**src/rtl/fpu_issue_pkg.sv**
```systemverilog
// Shared types for the FPU issue/writeback controller: FPU request layout,
// slot bookkeeping and the queue entry that pairs a request with its rd.
package fpu_issue_pkg;

    localparam int unsigned STATUS_W = 5;
    localparam int unsigned RD_W     = 5;
    localparam int unsigned DATA_W   = 64;

    // Encodings follow the fpnew_pkg enums so the request drops straight onto the FPU.
    typedef enum logic [2:0] {
        RNE = 3'b000, RTZ = 3'b001, RDN = 3'b010, RUP = 3'b011,
        RMM = 3'b100, DYN = 3'b111
    } roundmode_e;

    typedef enum logic [3:0] {
        FMADD = 4'd0, FNMSUB = 4'd1, ADD = 4'd2, MUL = 4'd3, DIV = 4'd4,
        SQRT = 4'd5, SGNJ = 4'd6, MINMAX = 4'd7, CMP = 4'd8, CLASSIFY = 4'd9,
        F2F = 4'd10, F2I = 4'd11, I2F = 4'd12, CPKAB = 4'd13, CPKCD = 4'd14
    } operation_e;

    typedef enum logic [2:0] {
        FP32 = 3'd0, FP64 = 3'd1, FP16 = 3'd2, FP8 = 3'd3, FP16ALT = 3'd4
    } fp_format_e;

    typedef enum logic [1:0] {
        INT8 = 2'd0, INT16 = 2'd1, INT32 = 2'd2, INT64 = 2'd3
    } int_format_e;

    typedef struct packed {
        logic [2:0][DATA_W-1:0] operands;
        roundmode_e             rnd_mode;
        operation_e             op;
        logic                   op_mod;
        fp_format_e             src_fmt;
        fp_format_e             dst_fmt;
        int_format_e            int_fmt;
        logic                   vectorial_op;
    } fpu_req_t;

    typedef struct packed {
        logic            valid;
        logic [RD_W-1:0] rd;
    } slot_t;

    typedef struct packed {
        fpu_req_t        req;
        logic [RD_W-1:0] rd;
    } queue_entry_t;

    localparam slot_t SLOT_EMPTY = '{valid: 1'b0, rd: 5'd0};

    // Sticky flag update: an optional clear happens first, then the accumulate.
    function automatic logic [STATUS_W-1:0] merge_fflags(
        input logic [STATUS_W-1:0] cur,
        input logic [STATUS_W-1:0] status,
        input logic                clr,
        input logic                acc
    );
        logic [STATUS_W-1:0] base;
        base = clr ? {STATUS_W{1'b0}} : cur;
        return acc ? (base | status) : base;
    endfunction

endpackage

```
**src/rtl/fpu_issue_fifo.sv**
```systemverilog
// Generic synchronous FIFO with wrap-bit pointers and a synchronous flush.
module fpu_issue_fifo #(
    parameter type         T     = logic,
    parameter int unsigned Depth = 4
) (
    input  logic clk,
    input  logic rst,
    input  logic flush,
    input  logic push,
    input  logic pop,
    input  T     wdata,
    output T     rdata,
    output logic full,
    output logic empty
);

    localparam int unsigned AW = $clog2(Depth);

    logic [AW:0] wr_ptr_r;
    logic [AW:0] rd_ptr_r;
    T            mem_r [Depth];

    assign empty = (wr_ptr_r == rd_ptr_r);
    assign full  = (wr_ptr_r[AW] != rd_ptr_r[AW]) &&
                   (wr_ptr_r[AW-1:0] == rd_ptr_r[AW-1:0]);
    assign rdata = mem_r[rd_ptr_r[AW-1:0]];

    // Pointer update; the extra top bit distinguishes full from empty.
    always_ff @(posedge clk) begin
        if (rst || flush) begin
            wr_ptr_r <= {(AW+1){1'b0}};
            rd_ptr_r <= {(AW+1){1'b0}};
        end else begin
            if (push && !full) begin
                wr_ptr_r <= wr_ptr_r + {{AW{1'b0}}, 1'b1};
            end
            if (pop && !empty) begin
                rd_ptr_r <= rd_ptr_r + {{AW{1'b0}}, 1'b1};
            end
        end
    end

    // Storage write; contents need no reset since the pointers gate visibility.
    always_ff @(posedge clk) begin
        if (push && !full && !rst && !flush) begin
            mem_r[wr_ptr_r[AW-1:0]] <= wdata;
        end
    end

endmodule

```
**src/rtl/fpu_issue_ctrl.sv**
```systemverilog
// Issue/writeback controller between the FP decode stage and a pipelined FPU:
// queues requests, tags issues with free slots, matches results to rd.
module fpu_issue_ctrl
    import fpu_issue_pkg::*;
#(
    parameter int unsigned QueueDepth = 4,
    parameter int unsigned TagWidth   = 1
) (
    input  logic                clk_i,
    input  logic                rst_i,
    input  logic                req_valid_i,
    output logic                req_ready_o,
    input  fpu_req_t            req_i,
    input  logic [RD_W-1:0]     req_rd_i,
    output logic                fpu_valid_o,
    input  logic                fpu_ready_i,
    output fpu_req_t            fpu_req_o,
    output logic [TagWidth-1:0] fpu_tag_o,
    output logic                fpu_flush_o,
    input  logic                fpu_valid_i,
    output logic                fpu_ready_o,
    input  logic [DATA_W-1:0]   fpu_result_i,
    input  logic [STATUS_W-1:0] fpu_status_i,
    input  logic [TagWidth-1:0] fpu_tag_i,
    output logic                wb_valid_o,
    input  logic                wb_ready_i,
    output logic [RD_W-1:0]     wb_rd_o,
    output logic [DATA_W-1:0]   wb_data_o,
    output logic [STATUS_W-1:0] fflags_o,
    input  logic                fflags_clr_i,
    input  logic                flush_i,
    output logic                busy_o
);

    localparam int NumSlots = 1 << TagWidth;

    queue_entry_t        push_entry_s;
    queue_entry_t        head_s;
    logic                q_full_s;
    logic                q_empty_s;
    logic                push_s;
    logic                issue_s;
    logic                res_acc_s;
    logic                res_hit_s;
    logic                free_found_s;
    logic [TagWidth-1:0] free_tag_s;
    logic                waw_s;
    logic                any_slot_s;
    logic [TagWidth-1:0] issue_tag_s;

    slot_t               slots_r [NumSlots];
    logic                lock_valid_r;
    logic [TagWidth-1:0] lock_tag_r;
    logic                wb_valid_r;
    logic [RD_W-1:0]     wb_rd_r;
    logic [DATA_W-1:0]   wb_data_r;
    logic [STATUS_W-1:0] fflags_r;

    assign push_entry_s = '{req: req_i, rd: req_rd_i};

    fpu_issue_fifo #(
        .T     (queue_entry_t),
        .Depth (QueueDepth)
    ) u_queue (
        .clk   (clk_i),
        .rst   (rst_i),
        .flush (flush_i),
        .push  (push_s),
        .pop   (issue_s),
        .wdata (push_entry_s),
        .rdata (head_s),
        .full  (q_full_s),
        .empty (q_empty_s)
    );

    // Slot scan: lowest free index, WAW hazard against the head rd, occupancy.
    always_comb begin
        free_found_s = 1'b0;
        free_tag_s   = {TagWidth{1'b0}};
        waw_s        = 1'b0;
        any_slot_s   = 1'b0;
        for (int i = NumSlots - 1; i >= 0; i--) begin
            if (!slots_r[i].valid) begin
                free_found_s = 1'b1;
                free_tag_s   = TagWidth'(i);
            end else begin
                any_slot_s = 1'b1;
                waw_s      = waw_s | (slots_r[i].rd == head_s.rd);
            end
        end
    end

    // A locked tag is always still free: slots only get freed while an issue waits.
    assign issue_tag_s = lock_valid_r ? lock_tag_r : free_tag_s;

    assign req_ready_o = !rst_i && !q_full_s && !flush_i;
    assign push_s      = req_valid_i && req_ready_o;
    assign fpu_valid_o = !rst_i && !q_empty_s && free_found_s && !waw_s && !flush_i;
    assign issue_s     = fpu_valid_o && fpu_ready_i;
    assign fpu_req_o   = head_s.req;
    assign fpu_tag_o   = issue_tag_s;
    assign fpu_flush_o = flush_i && !rst_i;

    assign fpu_ready_o = !wb_valid_r || wb_ready_i;
    assign res_acc_s   = fpu_valid_i && fpu_ready_o && !flush_i && !rst_i;
    assign res_hit_s   = res_acc_s && slots_r[fpu_tag_i].valid;

    assign wb_valid_o = wb_valid_r;
    assign wb_rd_o    = wb_rd_r;
    assign wb_data_o  = wb_data_r;
    assign fflags_o   = fflags_r;
    assign busy_o     = !rst_i && (!q_empty_s || any_slot_s || wb_valid_r);

    // Tag lock keeps fpu_tag_o stable while the FPU back-pressures an offered issue.
    always_ff @(posedge clk_i) begin
        if (rst_i || flush_i) begin
            lock_valid_r <= 1'b0;
            lock_tag_r   <= {TagWidth{1'b0}};
        end else begin
            lock_valid_r <= fpu_valid_o && !fpu_ready_i;
            lock_tag_r   <= issue_tag_s;
        end
    end

    // Slot table: free on matched result first, then allocate on issue.
    always_ff @(posedge clk_i) begin
        if (rst_i || flush_i) begin
            for (int i = 0; i < NumSlots; i++) begin
                slots_r[i] <= SLOT_EMPTY;
            end
        end else begin
            if (res_hit_s) begin
                slots_r[fpu_tag_i].valid <= 1'b0;
            end
            if (issue_s) begin
                slots_r[issue_tag_s] <= '{valid: 1'b1, rd: head_s.rd};
            end
        end
    end

    // Single-entry writeback register; reloads in the same cycle it drains.
    always_ff @(posedge clk_i) begin
        if (rst_i || flush_i) begin
            wb_valid_r <= 1'b0;
            wb_rd_r    <= {RD_W{1'b0}};
            wb_data_r  <= {DATA_W{1'b0}};
        end else if (res_hit_s) begin
            wb_valid_r <= 1'b1;
            wb_rd_r    <= slots_r[fpu_tag_i].rd;
            wb_data_r  <= fpu_result_i;
        end else if (wb_ready_i) begin
            wb_valid_r <= 1'b0;
        end
    end

    // Sticky status flags survive a flush; only reset or an explicit clear drops them.
    always_ff @(posedge clk_i) begin
        if (rst_i) begin
            fflags_r <= {STATUS_W{1'b0}};
        end else begin
            fflags_r <= merge_fflags(fflags_r, fpu_status_i, fflags_clr_i, res_hit_s);
        end
    end

endmodule

```
**config.mk**
```make
export PLATFORM = sky130hd
export DESIGN_NAME = fpu_issue_ctrl
export DESIGN_NICKNAME = d
export VERILOG_FILES = /design/src/rtl/fpu_issue_pkg.sv /design/src/rtl/fpu_issue_fifo.sv /design/src/rtl/fpu_issue_ctrl.sv
export SDC_FILE = /design/constraint.sdc
export NUM_CORES = 1
export LEC_CHECK = 0
export CORE_ASPECT_RATIO = 1.75
export CORE_MARGIN = 5
export CORE_UTILIZATION = 48
export DETAILED_ROUTE_END_ITERATION = 10
export PLACE_DENSITY_LB_ADDON = 0.25
export SETUP_SLACK_MARGIN = 0.1
export SYNTH_ARGS = -nofsm -noshare
export SYNTH_HDL_FRONTEND = slang
export SYNTH_SLANG_ARGS = --single-unit
```
**constraint.sdc**
```tcl
create_clock -name clk_i -period 9.9 [get_ports clk_i]
set_clock_uncertainty 0.2 [all_clocks]
set_input_delay 2.97 -clock clk_i [delete_from_list [all_inputs] [get_ports clk_i]]
set_output_delay 2.97 -clock clk_i [all_outputs]
set_load 0.02 [all_outputs]
```
-- Yosys cells after proc, flatten, opt, wreduce, memory -nomap -nowiden
Memories as Yosys holds them, arrays and structs flattened. A register that Yosys moved wholly into a read port is not among the register bits.
Index checks and enable logic that the tools add are counted.
Widths: inputs -> output; s select.
- add/sub/neg operators: 2
- muxes and demuxes: 30
- bitwise logic cells: 2
- equal/unequal tests: 5
- reductions and logical operators: 34
- operator list (cell ; number):
    $mux 1 ; 23
    $logic_and 1x1->1 ; 20
    $mux 6 ; 2
    $reduce_or 6->1 ; 2
    $eq 5x5->1 ; 2
    $mux 5 ; 2
    $logic_not 1->1 ; 7
    $add 3x1->3 const B ; 2
    $mux 2 ; 3
    $or 5x5->5 ; 1
    $logic_or 1x1->1 ; 4
    $eq 3x3->1 ; 1
    $eq 2x2->1 ; 1
    $reduce_bool 2->1 ; 1
    $ne 1x1->1 ; 1
    $or 1x1->1 ; 1
- memories: 2
- bits in registers: 83
- bits of input ports: 292
- logic and storage cells: 83
- output and inout port bits: 290
- memory bits (writable): 868
- memories (name ; words ; width ; rd ports ; clocked after Yosys merged registers in ; wr ports ; RTL line ; text):
    u_queue.mem_r ; 4 ; 214 ; 1 ; 1 ; 1 ; fpu_issue_fifo.sv:21 ; T mem_r [Depth];
    slots_r ; 2 ; 6 ; 3 ; 0 ; 2 ; fpu_issue_ctrl.sv:51 ; slot_t slots_r [NumSlots];

-- Longest topological paths before layout
Gate-level depths: netlist of run 1.
An unclocked memory read counts as a cell.
- depth after elaboration: 14
- gate-level depth with buffers: 8

-- Modules after synthesis
A second synthesis of run 1 with hierarchy kept.
- cells, all modules: 1593
- area total of the unflattened synthesis: 34997.3 um^2
- by module, submodules not included (module ; cells an instance ; instances ; area each (um^2)):
    fpu_issue_fifo ; 1186 ; 1 ; 31555.3
    fpu_issue_ctrl ; 407 ; 1 ; 3442.1

-- Least setup slack after synthesis of run 1
No wires, ideal clock.
- path kind: input to register
- start point: input rst_i
- end point: memory u_queue.mem_r[3][0] in the netlist's numbering (enable)
- path buffers: 1
- setup time: 604 ps
- arrival: 9024 ps
- stages on the path: 4
- path slack: 71 ps
- required time: 9096 ps
- cell sequence: clkbuf_1 -> or2_2 -> a21oi_1 -> and3_1
- cells in the longest elaborated chain, start to end: 9
- ends and longest elaborated chain (what ; RTL line ; text):
    start: declaration ; fpu_issue_ctrl.sv:10 ; input logic rst_i,
    $logic_not 1->1 ; fpu_issue_ctrl.sv:96 ; assign req_ready_o = !rst_i && !q_full_s && !flush_i;
    $logic_and 1x1->1 (2 in a row) ; fpu_issue_ctrl.sv:96 ;
    via req_ready_o ; fpu_issue_ctrl.sv:12 ; output logic req_ready_o,
    $logic_and 1x1->1 ; fpu_issue_ctrl.sv:97 ; assign push_s = req_valid_i && req_ready_o;
    $logic_and 1x1->1 (3 in a row) ; fpu_issue_fifo.sv:45 ; if (push && !full && !rst && !flush) begin
    $mux 1 ; fpu_issue_fifo.sv:45 ;
    $mux 1 (implied by the code) ; fpu_issue_fifo.sv:46 ; mem_r[wr_ptr_r[AW-1:0]] <= wdata;
    end: declaration ; fpu_issue_fifo.sv:21 ;
The timed path passes the listed nets, and every way through them passes these cells.

-- Worst setup path after layout of run 1
- start point: input rst_i
- end point: output req_ready_o
- cells in the longest elaborated chain, start to end: 3
- ends and longest elaborated chain (what ; RTL line):
    $logic_not 1->1 ; fpu_issue_ctrl.sv:96
    $logic_and 1x1->1 (2 in a row) ; fpu_issue_ctrl.sv:96
    end: declaration ; fpu_issue_ctrl.sv:12
Every way passes these cells.

==> out/metrics.yaml, run 1 <==
status:
  status: "completed"
synth:
  synthCells: 1783
  synth_area_leader_cell: "edfxtp_1"
  synthMuxAreaShare_pct: 13.8
  synthTopCellsByArea: "edfxtp_1 (72%), mux4_2 (13%), dfxtp_1 (4.8%), buf_4 (4.4%), nand2_1 (1.5%)"
  synth-edff-count: 866
  synth_top_flop_cell: "edfxtp_1"
  yosysMostFrequentCell: "edfxtp_1"
  synthSimpleGateAreaFrac_pct: 2.17
  syn_area_per_cell_um2: 20.3
  synth_fp_nets: 2080
  synth_common_cells: "edfxtp_1 (866), mux4_2 (213), buf_4 (210), nand2_1 (144), dfxtp_1 (87)"
  yosys_warnings: 0
  yosys.area_share.adder_pct: 0.173
  synth.distinct_cells: 37
  yosys.area_share.xor_xnor_pct: 0.459
  synth_top_area_share_pct: 71.8
  netlist_area_um2: 36200
  ys_ff_latch: 953
  seq_area_frac_synth_pct: 76.6
  ys_async_sr_fraction_pct: 0
  synth_compound_area_share_pct: 1.54
  synth_top_family_by_area: "multiplexers"
setup_path:
  arrival_ps: 5460
  crit_end: "req_ready_o"
  crit_cells: 5
  cp_common_cell: "clkdlybuf4s50_1"
  rr_endpoint: "slots_r[1][2]$_SDFFCE_PN0P_"
  startpoint: "rst_i"
  critPathMaxStageDelay_ps: 700
  cp_top_family: "buffers and inverters"
  ff2ff_path_depth: 6
  path_cells: "clkdlybuf4s50_1 -> or2_2 -> buf_4 -> a21oi_1 -> clkdlybuf4s50_1"
  critPathBufInv: 3
  cp-end-kind: "output pin"
  required_ps: 6730
  cp_max_fo: 74
  reg2reg_slack_ps: 6440
  worstSetupPathType: "in -> out"
  crit_path_start_kind: "input port"
  cpMaxStageDelayCell: "clkdlybuf4s50_1"
cts:
  numCtsBuffers: 83
  cts.reportedPaths.clkPinSlew_ps: 60
  cts_max_level: 3
  clock_latency_ps: 640
  cts_root_buf: "clkbuf_16"
  clock_sinks: 953
  cts_tree: "yes"
  clk_path_buf_depth: 3
  cts_resized: 0
  cts_setup_buffers: 0
  hold_buffers: 0
global_route:
  grt_pass1_wl_mm: 118
  grt_usage_pct: 19.1
  grt_antenna_before_repair: 23
  grt-ovfl-total: 0
  grt_pass1_vias: 18800
  grt_max_degree: 134
floorplanning:
  die_w_um: 218
  die-area_um2: 81300
  core-area_um2: 75100
  num_rows: 133
  die-height_um: 373
  io_pins: 582
  start_util_pct: 48.3
routing:
  vias: 17300
  wirelength_mm: 78.8
  dr.pass1.iters: 5
  drc: 0
  wl_per_cell_um: 24.0
  viasPerCell: 5.27
  ant_nets: 0
  drt_iter0_markers: 968
place:
  dp_hpwl_mm: 51.0
  gp_congestion: 0.907
  port_buffers: 581
sta:
  period_minus_slack_ps: 8630
  slew_headroom_pct: 18.3
  rsz0062_at_grt: "false"
  drv_slew: 0
  worst-slew-pin-transition_ps: 1230
  fmax_mhz: 116
  post-route-period-util_pct: 87.2
  hold_violations: 0
  setup_viol: 0
  setup_tns_ps: 0
pwr:
  power_switching_mw: 1.59
  switching_share_pct: 19.8
  p_seq_share_pct: 55.4
  combinationalPowerShare_pct: 4.3
  vdd_ir_drop_max_mv: 0.175
  p_leak_nw: 13.7
  p_int_mw: 6.41
  p_per_area_nw_per_um2: 180
  power_mw: 8.00
  clkPwrFrac_pct: 40.4
hold_path:
  hold_class: "reg -> reg"
  min_path_cells: 2
final_layout:
  fin_nets: 2483
  area_delta_synth_final_pct: 22.6
  drive_gt1_share_pct: 16.6
job:
  cap_violations: 0
[through the flow]
stage	setup WS, ps	utilization (%)	hold WS, ps	instance area, µm²	std cells
3_5_place_dp	1290	55.5	247	41700	3113
4_1_cts	1280	59.2	256	44400	3266
2_1_floorplan	104	-	248	36200	1783
6_report	1270	59.2	254	44400	3283
5_1_grt	1150	59.2	271	44400	3272
3_3_place_gp	1340	55.5	241	41700	3113
[metal layers]
metal / global-route usage [%] / wire, µm / vias to the layer above
met5: 0 / 94 / -
met4: 6.79 / 2210 / 14
met3: 8.53 / 8700 / 122
met2: 32.3 / 39800 / 627
met1: 21.6 / 28000 / 8855
li1: - / - / 7668
[cell families (layout without fill, tap and decap cells)]
family          Yosys count  in the layout
mux                     232            232
other cells               0             17
simple gates            189            189
flops                   953            953
xor+xnor                 19             19
fa+ha+maj                 5              5
compound gates           97             97
buf+inv                 288            759
[power groups by stage]
stage                     Combinational, mW  Clock, mW  Sequential [mW]
final                                 0.340       3.23             4.43
after global routing                  0.362       3.51             4.43
after CTS                             0.346       3.33             4.43
after detailed placement              0.344          0             4.52
after global placement                0.335          0             4.51
after floorplan                       0.145          0             4.52
[worst register-to-register path, delay by kind of cell, from the launching register on]
| kind | cells | cell delay [ps] |
|---|---|---|
| flops | 1 | 860 |
| mux | 1 | 420 |
| compound gates | 3 | 1380 |
| xor+xnor | 1 | 160 |
| simple gates | 1 | 60 |
[sequential cells by signal, indices dropped and copies added, names as in the netlist, named ones only]
signal            count
u_queue.wr_ptr_r      3
u_queue.rd_ptr_r      3
fflags_o              5
lock_valid_r          1
wb_rd_o               5
lock_tag_r            1
slots_r              12
wb_data_o            64
wb_valid_o            1
u_queue.mem_r       856
[placed cells by master (no fill, tap or decap), types with 5 or more instances in the layout]
cell type | netlist | layout
clkbuf_1 | 30 | 13
clkdlybuf4s50_1 | 0 | 581
inv_6 | 0 | 6
a21oi_1 | 77 | 77
nor3_1 | 13 | 13
mux2i_1 | 14 | 14
xnor2_1 | 6 | 6
diode_2 | 0 | 17
nor2b_1 | 6 | 6
nor2_1 | 13 | 13
ha_1 | 5 | 5
clkbuf_16 | 0 | 83
mux2_2 | 5 | 5
nand2_1 | 144 | 144
a22oi_1 | 5 | 5
buf_12 | 0 | 5
clkinvlp_4 | 0 | 5
clkinv_1 | 0 | 16
buf_4 | 210 | 15
bufinv_16 | 0 | 9
xor2_1 | 13 | 13
edfxtp_1 | 866 | 866
clkinv_2 | 0 | 15
mux4_2 | 213 | 213
dfxtp_1 | 87 | 85
inv_1 | 5 | 5
[layout make-up]
type	count	area, µm²
Timing Repair Buffer	601	6030
Antenna cell	17	42.5
Inverter	5	18.8
Fill cell	5432	30600
Multi-Input combinational cell	542	6600
Clock inverter	56	591
Sequential cell	953	27800
Tap cell	1012	1270
Clock buffer	97	2140
[worst min path at each step]
stage / endpoint / slack [ps] / startpoint
after floorplan: u_queue.rd_ptr_r[2]$_SDFFE_PP0P_ / 250 / u_queue.rd_ptr_r[2]$_SDFFE_PP0P_
after global placement: wb_data_o[56]$_SDFFE_PP0P_ / 240 / wb_data_o[56]$_SDFFE_PP0P_
after detailed placement: wb_data_o[56]$_SDFFE_PP0P_ / 250 / wb_data_o[56]$_SDFFE_PP0P_
after CTS: wb_data_o[56]$_SDFFE_PP0P_ / 260 / wb_data_o[56]$_SDFFE_PP0P_
after global routing: wb_data_o[59]$_SDFFE_PP0P_ / 270 / wb_data_o[59]$_SDFFE_PP0P_
final: wb_data_o[45]$_SDFFE_PP0P_ / 250 / wb_data_o[45]$_SDFFE_PP0P_
Note: power is estimated with default switching activity, not from simulation.
==> run 2: changes to the inputs <==
--- a/config.mk
+++ b/config.mk
@@ -9,6 +9,7 @@
 export CORE_MARGIN = 5
 export CORE_UTILIZATION = 48
 export DETAILED_ROUTE_END_ITERATION = 10
+export GPL_ROUTABILITY_DRIVEN = 0
 export PLACE_DENSITY_LB_ADDON = 0.25
 export SETUP_SLACK_MARGIN = 0.1
 export SYNTH_ARGS = -nofsm -noshare
==> results of run 2 <==
Same layout as run 1: the final DEF is identical, and so are final timing and power.
